===== src/rtl/eab_agu_if.sv =====
// Bus bundle for the effective-address unit: request handshake, pointer-read port
// and result handshake. The user_mode/acv pair exists only when EAB_ACV_EN is defined.
interface eab_agu_if #(
   parameter int unsigned DATA_W = 16
);
   logic              in_valid;
   logic              in_ready;
   logic [10:0]       ir;
   logic [DATA_W-1:0] ra;
   logic [DATA_W-1:0] pc;
   logic              sel_eab1;
   logic [1:0]        sel_eab2;
   logic              indirect;
   logic              mem_req;
   logic [DATA_W-1:0] mem_addr;
   logic              mem_ack;
   logic [DATA_W-1:0] mem_rdata;
   logic              out_valid;
   logic              out_ready;
   logic [DATA_W-1:0] ea_out;
`ifdef EAB_ACV_EN
   logic              user_mode;
   logic              acv;

   modport slave (
      input  in_valid, ir, ra, pc, sel_eab1, sel_eab2, indirect, mem_ack, mem_rdata, out_ready, user_mode,
      output in_ready, mem_req, mem_addr, out_valid, ea_out, acv
   );
   modport master (
      output in_valid, ir, ra, pc, sel_eab1, sel_eab2, indirect, mem_ack, mem_rdata, out_ready, user_mode,
      input  in_ready, mem_req, mem_addr, out_valid, ea_out, acv
   );
`else
   modport slave (
      input  in_valid, ir, ra, pc, sel_eab1, sel_eab2, indirect, mem_ack, mem_rdata, out_ready,
      output in_ready, mem_req, mem_addr, out_valid, ea_out
   );
   modport master (
      output in_valid, ir, ra, pc, sel_eab1, sel_eab2, indirect, mem_ack, mem_rdata, out_ready,
      input  in_ready, mem_req, mem_addr, out_valid, ea_out
   );
`endif
endinterface


===== src/rtl/eab_agu.sv =====
// eab_agu: registered effective-address unit. EA = (PC or Ra) + sext(IR offset),
// optionally followed by one pointer read (LDI/STI style indirection).
// Optional feature macro: EAB_ACV_EN (user-mode access-violation check).
//
// state | meaning
// IDLE  | in_ready high, waiting for a request; operands captured on accept
// CALC  | phase 0: register base+offset; phase 1: finish, or start pointer read
// IND   | phase 0: mem_req held until mem_ack; phase 1: finish with read data
// DONE  | out_valid high, ea_out held until out_ready
//
// Both CALC and IND finish from r_ea in their second phase, so the optional
// privilege check always compares a registered value.
module eab_agu #(
   parameter int unsigned       DATA_W  = 16,
   parameter logic [DATA_W-1:0] SYS_END = 'h3000,
   parameter logic [DATA_W-1:0] IO_BASE = 'hFE00
) (
   input logic      i_clk,
   input logic      i_reset,
   eab_agu_if.slave bus
);

   typedef enum logic [1:0] {
      S_IDLE = 2'd0,
      S_CALC = 2'd1,
      S_IND  = 2'd2,
      S_DONE = 2'd3
   } state_t;

   // Reject configurations the sign-extension and range check cannot handle.
   if (DATA_W < 12 || SYS_END >= IO_BASE) begin : g_bad_params
      $error("eab_agu: DATA_W must be >= 12 and SYS_END must be below IO_BASE");
   end

   state_t            r_state;
   logic              r_phase;
   logic [10:0]       r_ir;
   logic [DATA_W-1:0] r_ra;
   logic [DATA_W-1:0] r_pc;
   logic              r_sel1;
   logic [1:0]        r_sel2;
   logic              r_ind;
   logic [DATA_W-1:0] r_ea;
   logic              r_in_ready;
   logic              r_mem_req;
   logic [DATA_W-1:0] r_mem_addr;
   logic              r_out_valid;
   logic [DATA_W-1:0] r_ea_out;

   logic [DATA_W-1:0] w_base;
   logic [DATA_W-1:0] w_off;
   logic [DATA_W-1:0] w_sum;
   logic              w_viol;

`ifdef EAB_ACV_EN
   logic r_user;
   logic r_acv;

   assign w_viol  = r_user && ((r_ea < SYS_END) || (r_ea >= IO_BASE));
   assign bus.acv = r_acv;
`else
   assign w_viol = 1'b0;
`endif

   // Base select and sign-extended offset from the captured operands.
   always_comb begin
      w_base = r_sel1 ? r_ra : r_pc;
      w_off  = '0;
      case (r_sel2)
         2'b01:   w_off = {{(DATA_W-11){r_ir[10]}}, r_ir[10:0]};
         2'b10:   w_off = {{(DATA_W-9){r_ir[8]}}, r_ir[8:0]};
         2'b11:   w_off = {{(DATA_W-6){r_ir[5]}}, r_ir[5:0]};
         default: w_off = '0;
      endcase
      w_sum = w_base + w_off;
   end

   // Control FSM with all outputs registered; reset clears any outstanding read.
   always_ff @(posedge i_clk or posedge i_reset) begin
      if (i_reset) begin
         r_state     <= S_IDLE;
         r_phase     <= 1'b0;
         r_ir        <= '0;
         r_ra        <= '0;
         r_pc        <= '0;
         r_sel1      <= 1'b0;
         r_sel2      <= 2'b00;
         r_ind       <= 1'b0;
         r_ea        <= '0;
         r_in_ready  <= 1'b1;
         r_mem_req   <= 1'b0;
         r_mem_addr  <= '0;
         r_out_valid <= 1'b0;
         r_ea_out    <= '0;
`ifdef EAB_ACV_EN
         r_user      <= 1'b0;
         r_acv       <= 1'b0;
`endif
      end else begin
         case (r_state)
            S_IDLE: begin
               if (bus.in_valid && r_in_ready) begin
                  r_ir       <= bus.ir;
                  r_ra       <= bus.ra;
                  r_pc       <= bus.pc;
                  r_sel1     <= bus.sel_eab1;
                  r_sel2     <= bus.sel_eab2;
                  r_ind      <= bus.indirect;
`ifdef EAB_ACV_EN
                  r_user     <= bus.user_mode;
`endif
                  r_phase    <= 1'b0;
                  r_in_ready <= 1'b0;
                  r_state    <= S_CALC;
               end
            end
            S_CALC: begin
               if (!r_phase) begin
                  r_ea    <= w_sum;
                  r_phase <= 1'b1;
               end else begin
                  r_phase <= 1'b0;
                  if (r_ind && !w_viol) begin
                     r_mem_req  <= 1'b1;
                     r_mem_addr <= r_ea;
                     r_state    <= S_IND;
                  end else begin
                     r_ea_out    <= r_ea;
                     r_out_valid <= 1'b1;
`ifdef EAB_ACV_EN
                     r_acv       <= w_viol;
`endif
                     r_state     <= S_DONE;
                  end
               end
            end
            S_IND: begin
               if (!r_phase) begin
                  if (bus.mem_ack) begin
                     r_mem_req <= 1'b0;
                     r_ea      <= bus.mem_rdata;
                     r_phase   <= 1'b1;
                  end
               end else begin
                  r_phase     <= 1'b0;
                  r_ea_out    <= r_ea;
                  r_out_valid <= 1'b1;
`ifdef EAB_ACV_EN
                  r_acv       <= w_viol;
`endif
                  r_state     <= S_DONE;
               end
            end
            S_DONE: begin
               if (bus.out_ready) begin
                  r_out_valid <= 1'b0;
                  r_in_ready  <= 1'b1;
`ifdef EAB_ACV_EN
                  r_acv       <= 1'b0;
`endif
                  r_state     <= S_IDLE;
               end
            end
            default: begin
               r_state <= S_IDLE;
            end
         endcase
      end
   end

   assign bus.in_ready  = r_in_ready;
   assign bus.mem_req   = r_mem_req;
   assign bus.mem_addr  = r_mem_addr;
   assign bus.out_valid = r_out_valid;
   assign bus.ea_out    = r_ea_out;

endmodule


===== src/flat_wrapper.sv =====
// flat-port wrapper written by rule: the top's interface ports become plain ports
module eab_agu_flat 
#(
   parameter int unsigned       DATA_W  = 16,
   parameter logic [DATA_W-1:0] SYS_END = 'h3000,
   parameter logic [DATA_W-1:0] IO_BASE = 'hFE00
)
  (i_clk, i_reset, bus_in_valid, bus_ir, bus_ra, bus_pc, bus_sel_eab1, bus_sel_eab2, bus_indirect, bus_mem_ack, bus_mem_rdata, bus_out_ready, bus_in_ready, bus_mem_req, bus_mem_addr, bus_out_valid, bus_ea_out);
  eab_agu_if #(.DATA_W(DATA_W)) bus_i ();
  input logic i_clk;
  input logic i_reset;
  input wire logic [$bits(bus_i.in_valid)-1:0] bus_in_valid;
  input wire logic [$bits(bus_i.ir)-1:0] bus_ir;
  input wire logic [$bits(bus_i.ra)-1:0] bus_ra;
  input wire logic [$bits(bus_i.pc)-1:0] bus_pc;
  input wire logic [$bits(bus_i.sel_eab1)-1:0] bus_sel_eab1;
  input wire logic [$bits(bus_i.sel_eab2)-1:0] bus_sel_eab2;
  input wire logic [$bits(bus_i.indirect)-1:0] bus_indirect;
  input wire logic [$bits(bus_i.mem_ack)-1:0] bus_mem_ack;
  input wire logic [$bits(bus_i.mem_rdata)-1:0] bus_mem_rdata;
  input wire logic [$bits(bus_i.out_ready)-1:0] bus_out_ready;
  output wire logic [$bits(bus_i.in_ready)-1:0] bus_in_ready;
  output wire logic [$bits(bus_i.mem_req)-1:0] bus_mem_req;
  output wire logic [$bits(bus_i.mem_addr)-1:0] bus_mem_addr;
  output wire logic [$bits(bus_i.out_valid)-1:0] bus_out_valid;
  output wire logic [$bits(bus_i.ea_out)-1:0] bus_ea_out;
  assign bus_i.in_valid = bus_in_valid;
  assign bus_i.ir = bus_ir;
  assign bus_i.ra = bus_ra;
  assign bus_i.pc = bus_pc;
  assign bus_i.sel_eab1 = bus_sel_eab1;
  assign bus_i.sel_eab2 = bus_sel_eab2;
  assign bus_i.indirect = bus_indirect;
  assign bus_i.mem_ack = bus_mem_ack;
  assign bus_i.mem_rdata = bus_mem_rdata;
  assign bus_i.out_ready = bus_out_ready;
  assign bus_in_ready = bus_i.in_ready;
  assign bus_mem_req = bus_i.mem_req;
  assign bus_mem_addr = bus_i.mem_addr;
  assign bus_out_valid = bus_i.out_valid;
  assign bus_ea_out = bus_i.ea_out;
  eab_agu #(.DATA_W(DATA_W), .SYS_END(SYS_END), .IO_BASE(IO_BASE)) u_core (.i_clk(i_clk), .i_reset(i_reset), .bus(bus_i));
endmodule

===== config.mk =====
export PLATFORM = sky130hd
export DESIGN_NAME = eab_agu_flat
export DESIGN_NICKNAME = d
export VERILOG_FILES = /design/src/rtl/eab_agu_if.sv /design/src/rtl/eab_agu.sv /design/src/flat_wrapper.sv
export SDC_FILE = /design/constraint.sdc
export NUM_CORES = 1
export LEC_CHECK = 0
export ABC_CLOCK_PERIOD_IN_PS = 8340
export CAP_MARGIN = 20
export CORE_MARGIN = 3
export CORE_UTILIZATION = 23
export CTS_CLUSTER_SIZE = 30
export DETAILED_ROUTE_END_ITERATION = 10
export GPL_TIMING_DRIVEN = 0
export HOLD_SLACK_MARGIN = 0.02
export PLACE_DENSITY_LB_ADDON = 0.25
export SYNTH_ARGS = -nofsm -noshare
export SYNTH_HDL_FRONTEND = slang
export SYNTH_SLANG_ARGS = --single-unit

===== constraint.sdc =====
create_clock -name i_clk -period 8.34 [get_ports i_clk]
set_clock_uncertainty 0.15 [all_clocks]
set_input_delay 0.834 -clock i_clk [delete_from_list [all_inputs] [get_ports i_clk]]
set_output_delay 0.834 -clock i_clk [all_outputs]
set_load 0.005 [all_outputs]

==> Word-level counts from Yosys, hierarchy flattened <==
Index checks and enable logic that the tools add are counted.
{ "op_classes": {"addsub": 1, "eq_ne": 15, "muxes": 33, "reduce_logical": 15} }
{ "ops": {"columns": ["operator", "count"], "rows": [
  ["$mux W16", 7],
  ["$pmux W16 S2", 2],
  ["$pmux W16 S3", 1],
  ["$add A16 B16 Y16", 1],
  ["$mux W1", 14],
  ["$reduce_and A4 Y1", 3],
  ["$ne A2 B2 Y1 const B", 5],
  ["$reduce_and A5 Y1", 2],
  ["$eq A2 B2 Y1 const B", 4],
  ["$mux W2", 4],
  ["$ne A2 B1 Y1 const B", 4],
  ["$pmux W2 S4", 1],
  ["$pmux W1 S3", 2],
  ["$reduce_and A3 Y1", 2],
  ["$reduce_bool A3 Y1", 2],
  ["$eq A2 B1 Y1 const B", 2],
  ["$pmux W1 S2", 2],
  ["$reduce_and A2 Y1", 2],
  ["$reduce_bool A2 Y1", 2],
  ["$logic_not A2 Y1", 1],
  ["$logic_and A1 B1 Y1", 1]
]} }
{ "totals": {"regBits": 101, "word_cells": 78} }

==> Logic depth before layout (Yosys ltp) <==
Gate-level depths: netlist of run 1.
{ "depth": {"depth_word": 5, "ltp_mapped": 11, "mapped_depth_nobuf": 10} }

==> Worst setup path before layout of run 1 <==
Ideal clock, no wire load.
{ "synth_timing": {"kind": "reg2reg", "from": "reg u_core.r_sel1", "to": "reg u_core.r_ea[14]", "arrival_ns": 2.881, "required_ns": 8.121, "setup_slack_ns": 5.240, "path_stages_with_launch": 12, "path_buffers": 2, "cell_sequence": "dfrtp_1 > clkbuf_1 > clkbuf_1 > mux2_2 > ha_1 > inv_1 > fa_1 > nor2b_4 > o2111a_2 > o31a_1 > or4_1 > nand3_1"} }
{ "synth_between": {"elab_chain_len": 4} }
{ "synth_lines": {"columns": ["element", "line_no", "rtl"], "rows": [
  ["start: declaration", "eab_agu.sv:40", "logic r_sel1;"],
  ["start signal: assignment", "eab_agu.sv:106", "r_sel1 <= bus.sel_eab1;"],
  ["$mux W16", "eab_agu.sv:67", "w_base = r_sel1 ? r_ra : r_pc;"],
  ["$add A16 B16 Y16", "eab_agu.sv:75", "w_sum = w_base + w_off;"],
  ["$mux W16", "eab_agu.sv:118", "if (!r_phase) begin"],
  ["$pmux W16 S2", "eab_agu.sv:100", "case (r_state)"],
  ["end signal: assignment", "eab_agu.sv:119", "r_ea <= w_sum;"],
  ["end signal: assignment", "eab_agu.sv:141", "r_ea <= bus.mem_rdata;"],
  ["end: declaration", "eab_agu.sv:43", "logic [DATA_W-1:0] r_ea;"]
]} }
No other way between the ends. The select of a mux whose other input is x is not followed.
A chain may end at the register's enable or synchronous reset.

==> Final worst setup path of run 1 <==
{ "layout_timing": {"from": "reg u_core.r_sel1", "to": "reg u_core.r_ea[12]"} }
Same word-level chain as after synthesis.

==> results of run 1 <==
through the flow:
step | std cells | instance area, um2
final | 840 | 6850
after global routing | 840 | 6850
after CTS | 840 | 6850
after detailed placement | 824 | 6580
after global placement | 823 | 6550
after floorplan | 441 | 5180
sequential cells by signal, summed over array words and instances (netlist names), 2 cells and up:
name / cells
u_core.bus.ea_out: 16
u_core.bus.mem_addr: 16
u_core.r_ea: 16
u_core.r_ir: 11
u_core.r_pc: 16
u_core.r_ra: 16
u_core.r_sel2: 2
u_core.r_state: 2
cells by family (layout without fill, tap and decap cells):
family                   Yosys count  in the layout  synth area share (%)
multiplexers                     102            102                  22.1
flip-flops                       101            101                  48.8
AND/OR/NAND/NOR                  100            100                  9.64
AO/OA/AOI/OAI                     85             85                  11.3
buffers and inverters             28            147                  2.34
adder cells (fa/ha/maj)           20             20                  4.98
XOR/XNOR                           5              5                 0.846
cell usage after synthesis (3+ instances only):
| library cell | count |
|---|---|
| sky130_fd_sc_hd__o21ai_0 | 8 |
| sky130_fd_sc_hd__a21oi_1 | 21 |
| sky130_fd_sc_hd__and3_1 | 4 |
| sky130_fd_sc_hd__nand3_1 | 10 |
| sky130_fd_sc_hd__buf_2 | 4 |
| sky130_fd_sc_hd__clkbuf_1 | 8 |
| sky130_fd_sc_hd__inv_1 | 14 |
| sky130_fd_sc_hd__dfrtp_1 | 100 |
| sky130_fd_sc_hd__mux2i_1 | 5 |
| sky130_fd_sc_hd__a21o_1 | 5 |
| sky130_fd_sc_hd__nor2b_1 | 11 |
| sky130_fd_sc_hd__nor2_1 | 18 |
| sky130_fd_sc_hd__nand2b_1 | 4 |
| sky130_fd_sc_hd__nor3_1 | 8 |
| sky130_fd_sc_hd__xor2_1 | 3 |
| sky130_fd_sc_hd__ha_1 | 19 |
| sky130_fd_sc_hd__o21ai_1 | 11 |
| sky130_fd_sc_hd__mux2_1 | 71 |
| sky130_fd_sc_hd__o31ai_1 | 9 |
| sky130_fd_sc_hd__nand2_1 | 33 |
| sky130_fd_sc_hd__o21a_1 | 4 |
| sky130_fd_sc_hd__mux2_2 | 26 |
final cells by class:
cell class,instances,area (um2),share of cell area (%)
sequential,101,2530,36.9
multi-input combinational,312,2530,36.9
timing repair buffer,103,1050,15.3
tap,280,350,5.12
clock buffer,10,229,3.34
buffer,14,68.8,1.00
inverter,14,55.1,0.804
clock inverter,6,38.8,0.566
placed cells by master, fill, tap and decap left out, types with 3 or more instances in the layout:
cell type                           n
sky130_fd_sc_hd__mux2i_1            5
sky130_fd_sc_hd__o21a_1             4
sky130_fd_sc_hd__clkinv_2           3
sky130_fd_sc_hd__o31ai_1            9
sky130_fd_sc_hd__a21o_1             5
sky130_fd_sc_hd__mux2_2            26
sky130_fd_sc_hd__mux2_1            71
sky130_fd_sc_hd__inv_1             13
sky130_fd_sc_hd__dfrtp_1          100
sky130_fd_sc_hd__buf_2              4
sky130_fd_sc_hd__nand3_1           10
sky130_fd_sc_hd__a21oi_1           21
sky130_fd_sc_hd__ha_1              19
sky130_fd_sc_hd__clkbuf_16          9
sky130_fd_sc_hd__nor3_1             8
sky130_fd_sc_hd__o21ai_1           11
sky130_fd_sc_hd__nor2_1            18
sky130_fd_sc_hd__nor2b_1           11
sky130_fd_sc_hd__xor2_1             3
sky130_fd_sc_hd__nand2_1           33
sky130_fd_sc_hd__clkdlybuf4s50_1  102
sky130_fd_sc_hd__and3_1             4
sky130_fd_sc_hd__clkbuf_1           9
sky130_fd_sc_hd__o21ai_0            8
sky130_fd_sc_hd__nand2b_1           4
power by group:
part,internal [mW],switching (mW)
clock,0.202,0.186
combinational,0.874,0.953
sequential,0.743,0.148
routing by layer:
metal  GRT usage [%]  up-vias  part of all wire [%]
met1            15.9     1773                    49
met4            3.49        0                   1.4
met5               0        -                     0
met3            3.05       11                   5.4
li1                -     1824                     -
met2            17.8       98                    44
critical path: cells and delay by family (launching register included):
| family | cells | cell delay [ns] |
|---|---|---|
| buffers and inverters | 3 | 1.04 |
| DFF | 1 | 0.32 |
| adders and majority gates | 2 | 0.44 |
| and+or+nand+nor | 1 | 0.06 |
| AOI/OAI and AO/OA | 4 | 1.06 |
| muxes | 1 | 0.43 |
worst paths after layout:
path,from,end,slack (ns),depth (start not counted)
max,u_core.r_sel1$_DFFE_PP0P_,u_core.r_ea[12]$_DFFE_PP0P_,4.71,11
min,u_core.r_ir[4]$_DFFE_PP0P_,u_core.r_ir[4]$_DFFE_PP0P_,0.34,1
max reg2reg,u_core.r_sel1$_DFFE_PP0P_,u_core.r_ea[12]$_DFFE_PP0P_,4.71,11
min reg2reg,u_core.r_ir[4]$_DFFE_PP0P_,u_core.r_ir[4]$_DFFE_PP0P_,0.34,1
max in group asynchronous,i_reset,u_core.bus.mem_addr[13]$_DFFE_PP0P_,6.55,3
min in group asynchronous,i_reset,u_core.r_ir[1]$_DFFE_PP0P_,0.79,2
==> impl_metrics.csv, run 1 <==
group,metric,value,unit
synthesis,synth-warning-count,0,
clock_network,htree_num_levels,3,
critical_path,timing.critical_path.slowest_cell_delay,0.56,ns
clock_network,post_cts_repair_timing_setup_buffer_count,0,
critical_path,critical_path_class,"flop to flop",
pwr,p_per_area,454,nW/um2
clock_network,cts_tree,"done",
synthesis,synth_fp_nets,529,
synthesis,post_synthesis_average_cell_area,11.7,um2
critical_path,arrival_time_at_the_worst_endpoint,3.69,ns
global_routing,antenna_violations_before_repair,0,
timing,timing_max_transition_violations_final,0,
critical_path,required,8.41,ns
place,routabilityCongestion,0.802,
pwr,fin_total_pwr,3.11,mW
hold_path,timing.hold.worst.class,"flop to flop",
global_routing,grt_overflow,0,
synthesis,synth_top_cell_by_area,"sky130_fd_sc_hd__dfrtp_1",
synthesis,synth_enable_flop_cells,0,
cells_and_area,num-fill-cells,2228,
cells_and_area,share_of_final_layout_standard_cells_stronger_than_drive_strength_1,11.1,%
global_routing,grt_pass1_vias,3976,
pwr,power.ir.vdd_worst,0.000127,V
synthesis,netlist.area_leader.share,48.3,%
synthesis,ys_ff_latch,101,
detailed_routing,total_iterations_of_the_first_detailed_routing_run,4,
timing,min_period_over_period,43.5,%
pwr,leakage,2.92,nW
global_routing,globalRouteTotalUtil,11.6,%
clock_network,clkSinkCount,101,
critical_path,worstPathMaxFanout,10,
die,die-height,156,um
timing,finalHoldViolCount,0,
clock_network,hold_buffers_post_cts,0,
synthesis,synth_async_sr_flop_share,100,%
synthesis,synth.area.top_cells,"sky130_fd_sc_hd__dfrtp_1, sky130_fd_sc_hd__mux2_1, sky130_fd_sc_hd__mux2_2",
die,x_dimension_of_the_die,156,um
detailed_routing,dr_total_vias,3706,
die,design.core.area,22000,um2
synthesis,synth_cells,441,
clock_network,worst_setup_hold_path_clk_slew,0.07,ns
cells_and_area,final_core_utilization,31.2,%
synthesis,synth.cell_area,5180,um2
critical_path,worstPathCellList,"clkbuf_1 > clkbuf_1 > mux2_2 > ha_1 > inv_1 > fa_1 > nor2b_4 > o2111a_2 > o311ai_1 > o21a_1 > o311ai_1",
die,io_pins,103,
global_routing,grt_pass1_wl,21.9,mm
detailed_routing,detailedRoute.firstIterationViolations,130,
timing,fin_tns_setup,0,ns
detailed_routing,via_density_per_instance,4.41,
timing,finalSetupViolations,0,
die,rows,54,
synthesis,synth_flop_type,"sky130_fd_sc_hd__dfrtp_1",
detailed_routing,drtAntennaViolNets,0,
timing,worst_setup_margin,4.71,ns
timing,rsz0062_at_grt,"no",
timing,max_clock_freq,0.276,GHz
die,initial_core_util,23.6,%
global_routing,pin_count_of_the_biggest_net_entering_global_routing,53,
place,dp_hpwl,10.6,mm
timing,maxSlewHeadroom,55.4,%
synthesis,synth_cell_types,59,
status,outcome,"completed",
clock_network,cts-resized-gates,0,
critical_path,critPathSlowestCell,"sky130_fd_sc_hd__clkbuf_1",
cells_and_area,final_net_count,643,
clock_network,ctsLongestPathBuffers,2,
critical_path,worstSetupEndpointType,"flop",
cells_and_area,num_antenna_cells,0,
place,io_buffer_count,102,
detailed_routing,route.final.wire_length,13.4,mm
clock_network,cts.root.buffer_cell,"sky130_fd_sc_hd__clkbuf_16",
synthesis,synth_seq_area_share,48.8,%
job,max_cap_violations,0,
detailed_routing,drt-wirelength-per-cell,16.0,um
die,die_area,24400,um2
timing,final.hold.worst_slack,0.336,ns
clock_network,tritoncts.num_buffers,9,
detailed_routing,drc_violations_left,0,
timing,layout_min_cycle_time,3.63,ns
cells_and_area,areaGrowthSynthToFinish,32.2,%
place,place_ws,4.64,ns
clock_network,clock_insertion_delay_worst_skew,0.35,ns
critical_path,critPathLaunchType,"flop",
timing,worst_pin_slew,0.669,ns
(Power assumes the default switching activity.)
==> run 2, diff against run 1 <==
--- a/config.mk
+++ b/config.mk
@@ -5,7 +5,7 @@
 export SDC_FILE = /design/constraint.sdc
 export NUM_CORES = 1
 export LEC_CHECK = 0
-export ABC_CLOCK_PERIOD_IN_PS = 8340
+export ABC_CLOCK_PERIOD_IN_PS = 3200
 export CAP_MARGIN = 20
 export CORE_MARGIN = 3
 export CORE_UTILIZATION = 23
==> constraint.sdc (replaced) <==
create_clock -name i_clk -period 3.2 [get_ports i_clk]
set_clock_uncertainty 0.15 [all_clocks]
set_input_delay 0.32 -clock i_clk [delete_from_list [all_inputs] [get_ports i_clk]]
set_output_delay 0.32 -clock i_clk [all_outputs]
set_load 0.005 [all_outputs]
==> run 2 against run 1 <==
  * Worst hold slack worse by 0.062 ns
  * Cell area grew 0.22%
  * Global-route usage hardly changed
  * Clock power grew to 2.6 times the previous value
  * Critical path depth shrank 1
  * Routed wire length fell by 0.42%
  * Combinational power rose to 2.6 times the previous value
  * Flip-flop and latch count unchanged
  * Cell count is 0.12% lower
  * Core utilization up 0.068 points
  * Die area did not move
  * Largest cell class is now multi-input combinational cells
  * Highest routed layer unchanged
==> impl_metrics.csv, run 2 (synthesized netlist as in run 1, its figures left out) <==
group,metric,value,unit
detailed_routing,via_density_per_instance,4.40,
clock_network,post_cts_repair_timing_setup_buffer_count,0,
place,routabilityCongestion,0.802,
critical_path,regToRegStartpoint,"u_core.r_sel1$_DFFE_PP0P_",
critical_path,required,3.33,ns
critical_path,critical_path.reg2reg.endpoint,"u_core.r_ea[14]$_DFFE_PP0P_",
cells_and_area,layout.cells.most_common_list,"sky130_fd_sc_hd__clkdlybuf4s50_1, sky130_fd_sc_hd__dfrtp_1, sky130_fd_sc_hd__mux2_1",
critical_path,crit_start,"u_core.r_sel1$_DFFE_PP0P_",
global_routing,pin_count_of_the_biggest_net_entering_global_routing,53,
critical_path,rr_worst_depth,10,
cells_and_area,leading_cell_type_in_the_layout_fill_and_taps_excluded,"sky130_fd_sc_hd__clkdlybuf4s50_1",
clock_network,ctsLongestPathBuffers,2,
critical_path,worstSetupEndpointType,"flop",
cells_and_area,final_net_count,642,
place,io_buffer_count,102,
cells_and_area,share_of_final_layout_standard_cells_stronger_than_drive_strength_1,11.8,%
detailed_routing,route.final.wire_length,13.4,mm
clock_network,cts_tree,"done",
clock_network,cts.root.buffer_cell,"sky130_fd_sc_hd__clkbuf_16",
timing,finalHoldViolCount,0,
critical_path,crit_path_end,"u_core.r_ea[14]$_DFFE_PP0P_",
detailed_routing,detailedRoute.firstIterationViolations,123,
global_routing,globalRouteTotalUtil,11.6,%
die,die_area,24400,um2
global_routing,grt_pass1_wl,21.9,mm
cells_and_area,final_core_utilization,31.3,%
die,initial_core_util,23.6,%
detailed_routing,total_iterations_of_the_first_detailed_routing_run,4,
cells_and_area,count_of_non_filler_cells_in_the_finished_layout,839,
timing,min_period_over_period,95.2,%
hold_path,timing.hold.worst.class,"input port to async pin",
timing,rsz0062_at_grt,"no",
global_routing,antenna_violations_before_repair,0,
place,placedCellCount,824,
die,rows,54,
critical_path,worstPathMaxFanout,10,
timing,worst_pin_slew,0.670,ns
critical_path,arrival_time_at_the_worst_endpoint,3.18,ns
die,die-height,156,um
critical_path,r2r_setup_slack,0.15,ns
cells_and_area,areaGrowthSynthToFinish,32.5,%
critical_path,critical_path_class,"flop to flop",
place,dp_hpwl,10.6,mm
clock_network,htree_num_levels,3,
pwr,p_per_area,1180,nW/um2
die,design.core.area,22000,um2
die,x_dimension_of_the_die,156,um
timing,layout_min_cycle_time,3.05,ns
detailed_routing,drt-wirelength-per-cell,16.0,um
clock_network,clock_insertion_delay_worst_skew,0.35,ns
timing,timing_max_transition_violations_final,0,
pwr,power.ir.vdd_worst,0.000333,V
global_routing,grt_overflow,0,
job,max_cap_violations,0,
status,outcome,"completed",
die,io_pins,103,
clock_network,tritoncts.num_buffers,9,
pwr,leakage,2.92,nW
place,postPlaceCellArea,6580,um2
place,place_ws,-0.497,ns
detailed_routing,dr_total_vias,3688,
critical_path,critPathLaunchType,"flop",
global_routing,grt_pass1_vias,3982,
clock_network,clkSinkCount,101,
clock_network,hold_buffers_post_cts,0,
detailed_routing,drc_violations_left,0,
timing,max_clock_freq,0.328,GHz
cells_and_area,design_area,6860,um2
detailed_routing,drtAntennaViolNets,0,
clock_network,worst_setup_hold_path_clk_slew,0.07,ns
cells_and_area,num_antenna_cells,0,
timing,maxSlewHeadroom,55.3,%
cells_and_area,num-fill-cells,2225,
clock_network,cts-resized-gates,4,
timing,finalSetupViolations,0,
timing,worst_setup_margin,0.155,ns
-- run 2: changes by cell type in the layout (fill, tap and decap cells not counted), sizes merged --
cell and delta:
clkbuf -1
-- run 2: metal layers --
| layer | GRT usage [%] | up-vias | share of wire (%) |
|---|---|---|---|
| li1 | - | 1826 | - |
| met4 | 3.49 | 0 | 1.4 |
| met1 | 16.0 | 1757 | 49 |
| met5 | 0 | - | 0 |
| met3 | 3.05 | 11 | 5.3 |
| met2 | 17.8 | 94 | 44 |
-- run 2: where the power goes --
group,internal [mW],switching [mW],total (mW)
Clock,0.527,0.484,1.01
Sequential,1.94,0.406,2.34
Combinational,2.29,2.47,4.77
Total,4.76,3.36,8.12
-- run 2: layout make-up --
| type | instances | area (um2) | share of cell area, % |
|---|---|---|---|
| buffer | 13 | 68.8 | 1.00 |
| clock buffer | 10 | 229 | 3.34 |
| clock inverter | 6 | 38.8 | 0.565 |
| inverter | 14 | 55.1 | 0.802 |
| multi-input combinational | 312 | 2540 | 37.0 |
| sequential | 101 | 2530 | 36.9 |
| tap | 280 | 350 | 5.10 |
| timing repair buffer | 103 | 1050 | 15.3 |
-- run 2: critical path: stages (launching register included) --
cell                       delay (ns)
sky130_fd_sc_hd__dfrtp_2         0.49
sky130_fd_sc_hd__clkbuf_4        0.29
sky130_fd_sc_hd__mux2_2          0.37
sky130_fd_sc_hd__ha_1            0.21
sky130_fd_sc_hd__inv_1           0.08
sky130_fd_sc_hd__fa_1            0.23
sky130_fd_sc_hd__nor2b_4         0.06
sky130_fd_sc_hd__o2111a_2        0.28
sky130_fd_sc_hd__o31a_1          0.27
sky130_fd_sc_hd__or4_1           0.46
sky130_fd_sc_hd__nand3_1         0.09
-- run 2: worst min path at each step --
stage,from,to,slack (ns),cells after the start
floorplan,bus_indirect,u_core.r_ind$_DFFE_PP0P_,0.30,1
global placement,u_core.r_pc[3]$_DFFE_PP0P_,u_core.r_pc[3]$_DFFE_PP0P_,0.32,1
detailed placement,u_core.r_ir[4]$_DFFE_PP0P_,u_core.r_ir[4]$_DFFE_PP0P_,0.33,1
CTS,i_reset,u_core.r_ir[1]$_DFFE_PP0P_,0.30,2
global route,i_reset,u_core.r_ir[1]$_DFFE_PP0P_,0.33,2
finish,i_reset,u_core.r_ir[1]$_DFFE_PP0P_,0.27,2
-- run 2: per-stage QoR --
| stage | setup TNS, ns | power, mW | hold slack, ns |
|---|---|---|---|
| floorplan | 0 | 5.62 | 0.302 |
| global placement | -149.26 | 7.06 | 0.319 |
| detailed placement | -3.31 | 7.16 | 0.328 |
| CTS | 0 | 8.25 | 0.303 |
| global route | 0 | 8.93 | 0.334 |
| finish | 0 | 8.12 | 0.274 |
==> run 3, diff against run 2 <==
--- a/config.mk
+++ b/config.mk
@@ -7,12 +7,15 @@
 export LEC_CHECK = 0
 export ABC_CLOCK_PERIOD_IN_PS = 3200
 export CAP_MARGIN = 20
+export CELL_PAD_IN_SITES_DETAIL_PLACEMENT = 1
+export CELL_PAD_IN_SITES_GLOBAL_PLACEMENT = 2
 export CORE_MARGIN = 3
 export CORE_UTILIZATION = 23
 export CTS_CLUSTER_SIZE = 30
 export DETAILED_ROUTE_END_ITERATION = 10
 export GPL_TIMING_DRIVEN = 0
 export HOLD_SLACK_MARGIN = 0.02
+export MAX_ROUTING_LAYER = met4
 export PLACE_DENSITY_LB_ADDON = 0.25
 export SYNTH_ARGS = -nofsm -noshare
 export SYNTH_HDL_FRONTEND = slang
==> run 3 against run 2 <==
  * Cell count unchanged
  * Power rose by 2.9%
  * Die area unchanged
  * Cell area is 0.75% higher
  * Routed wire length grew 4.9%
  * Largest cell class unchanged
==> impl_metrics.csv, run 3 (synthesized netlist as in run 1, its figures left out) <==
group,metric,value,unit
place,io_buffer_count,102,
timing,rsz0062_at_grt,"no",
critical_path,r2r_setup_slack,0.15,ns
timing,worst_pin_slew,0.701,ns
clock_network,worst_setup_hold_path_clk_slew,0.07,ns
cells_and_area,design_area,6910,um2
timing,maxSlewHeadroom,53.2,%
critical_path,required,3.34,ns
timing,finalHoldViolCount,0,
die,design.core.area,22000,um2
pwr,p_per_area,1210,nW/um2
global_routing,antenna_violations_before_repair,0,
detailed_routing,drc_violations_left,0,
cells_and_area,num_antenna_cells,0,
place,routabilityCongestion,0.765,
clock_network,tritoncts.num_buffers,9,
global_routing,grt_pass1_wl,22.6,mm
timing,layout_min_cycle_time,3.05,ns
critical_path,critPathSlowestCell,"sky130_fd_sc_hd__dfrtp_2",
cells_and_area,num-fill-cells,2423,
clock_network,ctsLongestPathBuffers,2,
cells_and_area,share_of_final_layout_standard_cells_stronger_than_drive_strength_1,12.3,%
detailed_routing,total_iterations_of_the_first_detailed_routing_run,4,
global_routing,grt_overflow,0,
pwr,leakage,2.94,nW
critical_path,timing.critical_path.slowest_cell_delay,0.49,ns
timing,finalSetupViolations,0,
die,x_dimension_of_the_die,156,um
clock_network,post_cts_repair_timing_setup_buffer_count,0,
detailed_routing,route.final.wire_length,14.0,mm
clock_network,clock_insertion_delay_worst_skew,0.35,ns
critical_path,critical_path_class,"flop to flop",
cells_and_area,final_net_count,642,
detailed_routing,drt-wirelength-per-cell,16.7,um
global_routing,globalRouteTotalUtil,12.3,%
global_routing,grt_pass1_vias,4131,
pwr,power.ir.vdd_worst,0.000395,V
die,initial_core_util,23.6,%
place,dp_hpwl,11.2,mm
clock_network,clkSinkCount,101,
die,die_area,24400,um2
job,max_cap_violations,0,
critical_path,worstSetupEndpointType,"flop",
critical_path,arrival_time_at_the_worst_endpoint,3.19,ns
timing,min_period_over_period,95.2,%
detailed_routing,detailedRoute.firstIterationViolations,126,
clock_network,cts_tree,"done",
cells_and_area,layout.cells.most_common_list,"sky130_fd_sc_hd__clkdlybuf4s50_1, sky130_fd_sc_hd__dfrtp_1, sky130_fd_sc_hd__mux2_1",
timing,timing_max_transition_violations_final,0,
place,postPlaceCellArea,6580,um2
die,die-height,156,um
detailed_routing,via_density_per_instance,4.44,
critical_path,cp.buffers_inverters,2,
clock_network,htree_num_levels,3,
cells_and_area,leading_cell_type_in_the_layout_fill_and_taps_excluded,"sky130_fd_sc_hd__clkdlybuf4s50_1",
die,io_pins,103,
clock_network,cts.root.buffer_cell,"sky130_fd_sc_hd__clkbuf_16",
global_routing,pin_count_of_the_biggest_net_entering_global_routing,52,
detailed_routing,drtAntennaViolNets,0,
critical_path,worstPathMaxFanout,10,
pwr,fin_total_pwr,8.36,mW
status,outcome,"completed",
cells_and_area,areaGrowthSynthToFinish,33.5,%
die,rows,54,
critical_path,worstPathCellList,"clkbuf_4 > mux2_2 > ha_1 > inv_1 > fa_1 > nor2b_4 > o2111a_2 > o31a_1 > or4_1 > nand3_1",
critical_path,critPathLaunchType,"flop",
critical_path,cpLargestDelayFamily,"simple AND/OR/NAND/NOR gates",
timing,max_clock_freq,0.328,GHz
hold_path,timing.hold.worst.class,"input port to async pin",
detailed_routing,dr_total_vias,3725,
## run 3: worst paths after layout
check                                      startpoint  depth (start not counted)                                 end
max in group asynchronous                     i_reset                          3     u_core.bus.in_ready$_DFFE_PP1P_
setup / recovery            u_core.r_sel1$_DFFE_PP0P_                         10         u_core.r_ea[14]$_DFFE_PP0P_
hold / removal                                i_reset                          2  u_core.bus.mem_addr[4]$_DFFE_PP0P_
min in group i_clk         u_core.r_ir[4]$_DFFE_PP0P_                          1          u_core.r_ir[4]$_DFFE_PP0P_
hold reg to reg            u_core.r_ir[4]$_DFFE_PP0P_                          1          u_core.r_ir[4]$_DFFE_PP0P_
setup reg to reg            u_core.r_sel1$_DFFE_PP0P_                         10         u_core.r_ea[14]$_DFFE_PP0P_
## run 3: repair_timing
action / in CTS / in global routing
pin swaps: 0 / 0
gates resized for setup: 4 / 3
endpoints found under the setup margin: 12 / 2
hold buffers: 0 / 0
gates cloned: 0 / 0
## run 3: per-stage QoR
step	worst slack (ns)	std cells	setup TNS [ns]	hold slack, ns	utilization, %
finish	0.154	839	0	0.275	31.5
global route	0.0130	839	0	0.343	31.5
CTS	0.105	839	0	0.296	31.4
detailed placement	-0.567	824	-3.88	0.325	30.0
global placement	-1.48	823	-151.09	0.318	29.8
floorplan	0.0845	441	0	0.302	-
## run 3: per-layer routing
layer | up-vias | part of all wire, % | track usage [%] | wire length, um
li1 | 1820 | - | - | -
met1 | 1818 | 49 | 16.1 | 6860
met2 | 76 | 46 | 19.6 | 6510
met3 | 11 | 3.2 | 2.44 | 454
met4 | 0 | 1.6 | 3.49 | 223
met5 | - | 0 | - | 0
## run 3: power breakdown
part	switching [mW]	internal, mW	leakage [nW]
Combinational	2.57	2.30	1.56
Clock	0.496	0.649	0.148
Sequential	0.408	1.94	1.23
## run 3: area by class of cell
class	count	area (um2)	area share [%]
clock inverters	5	58.8	0.851
repair buffers	103	1050	15.2
well taps	280	350	5.07
plain buffers	13	68.8	0.995
inverters	14	55.1	0.796
multi-input cells	312	2550	36.9
flip-flops and latches	101	2530	36.6
clock buffers	11	253	3.66
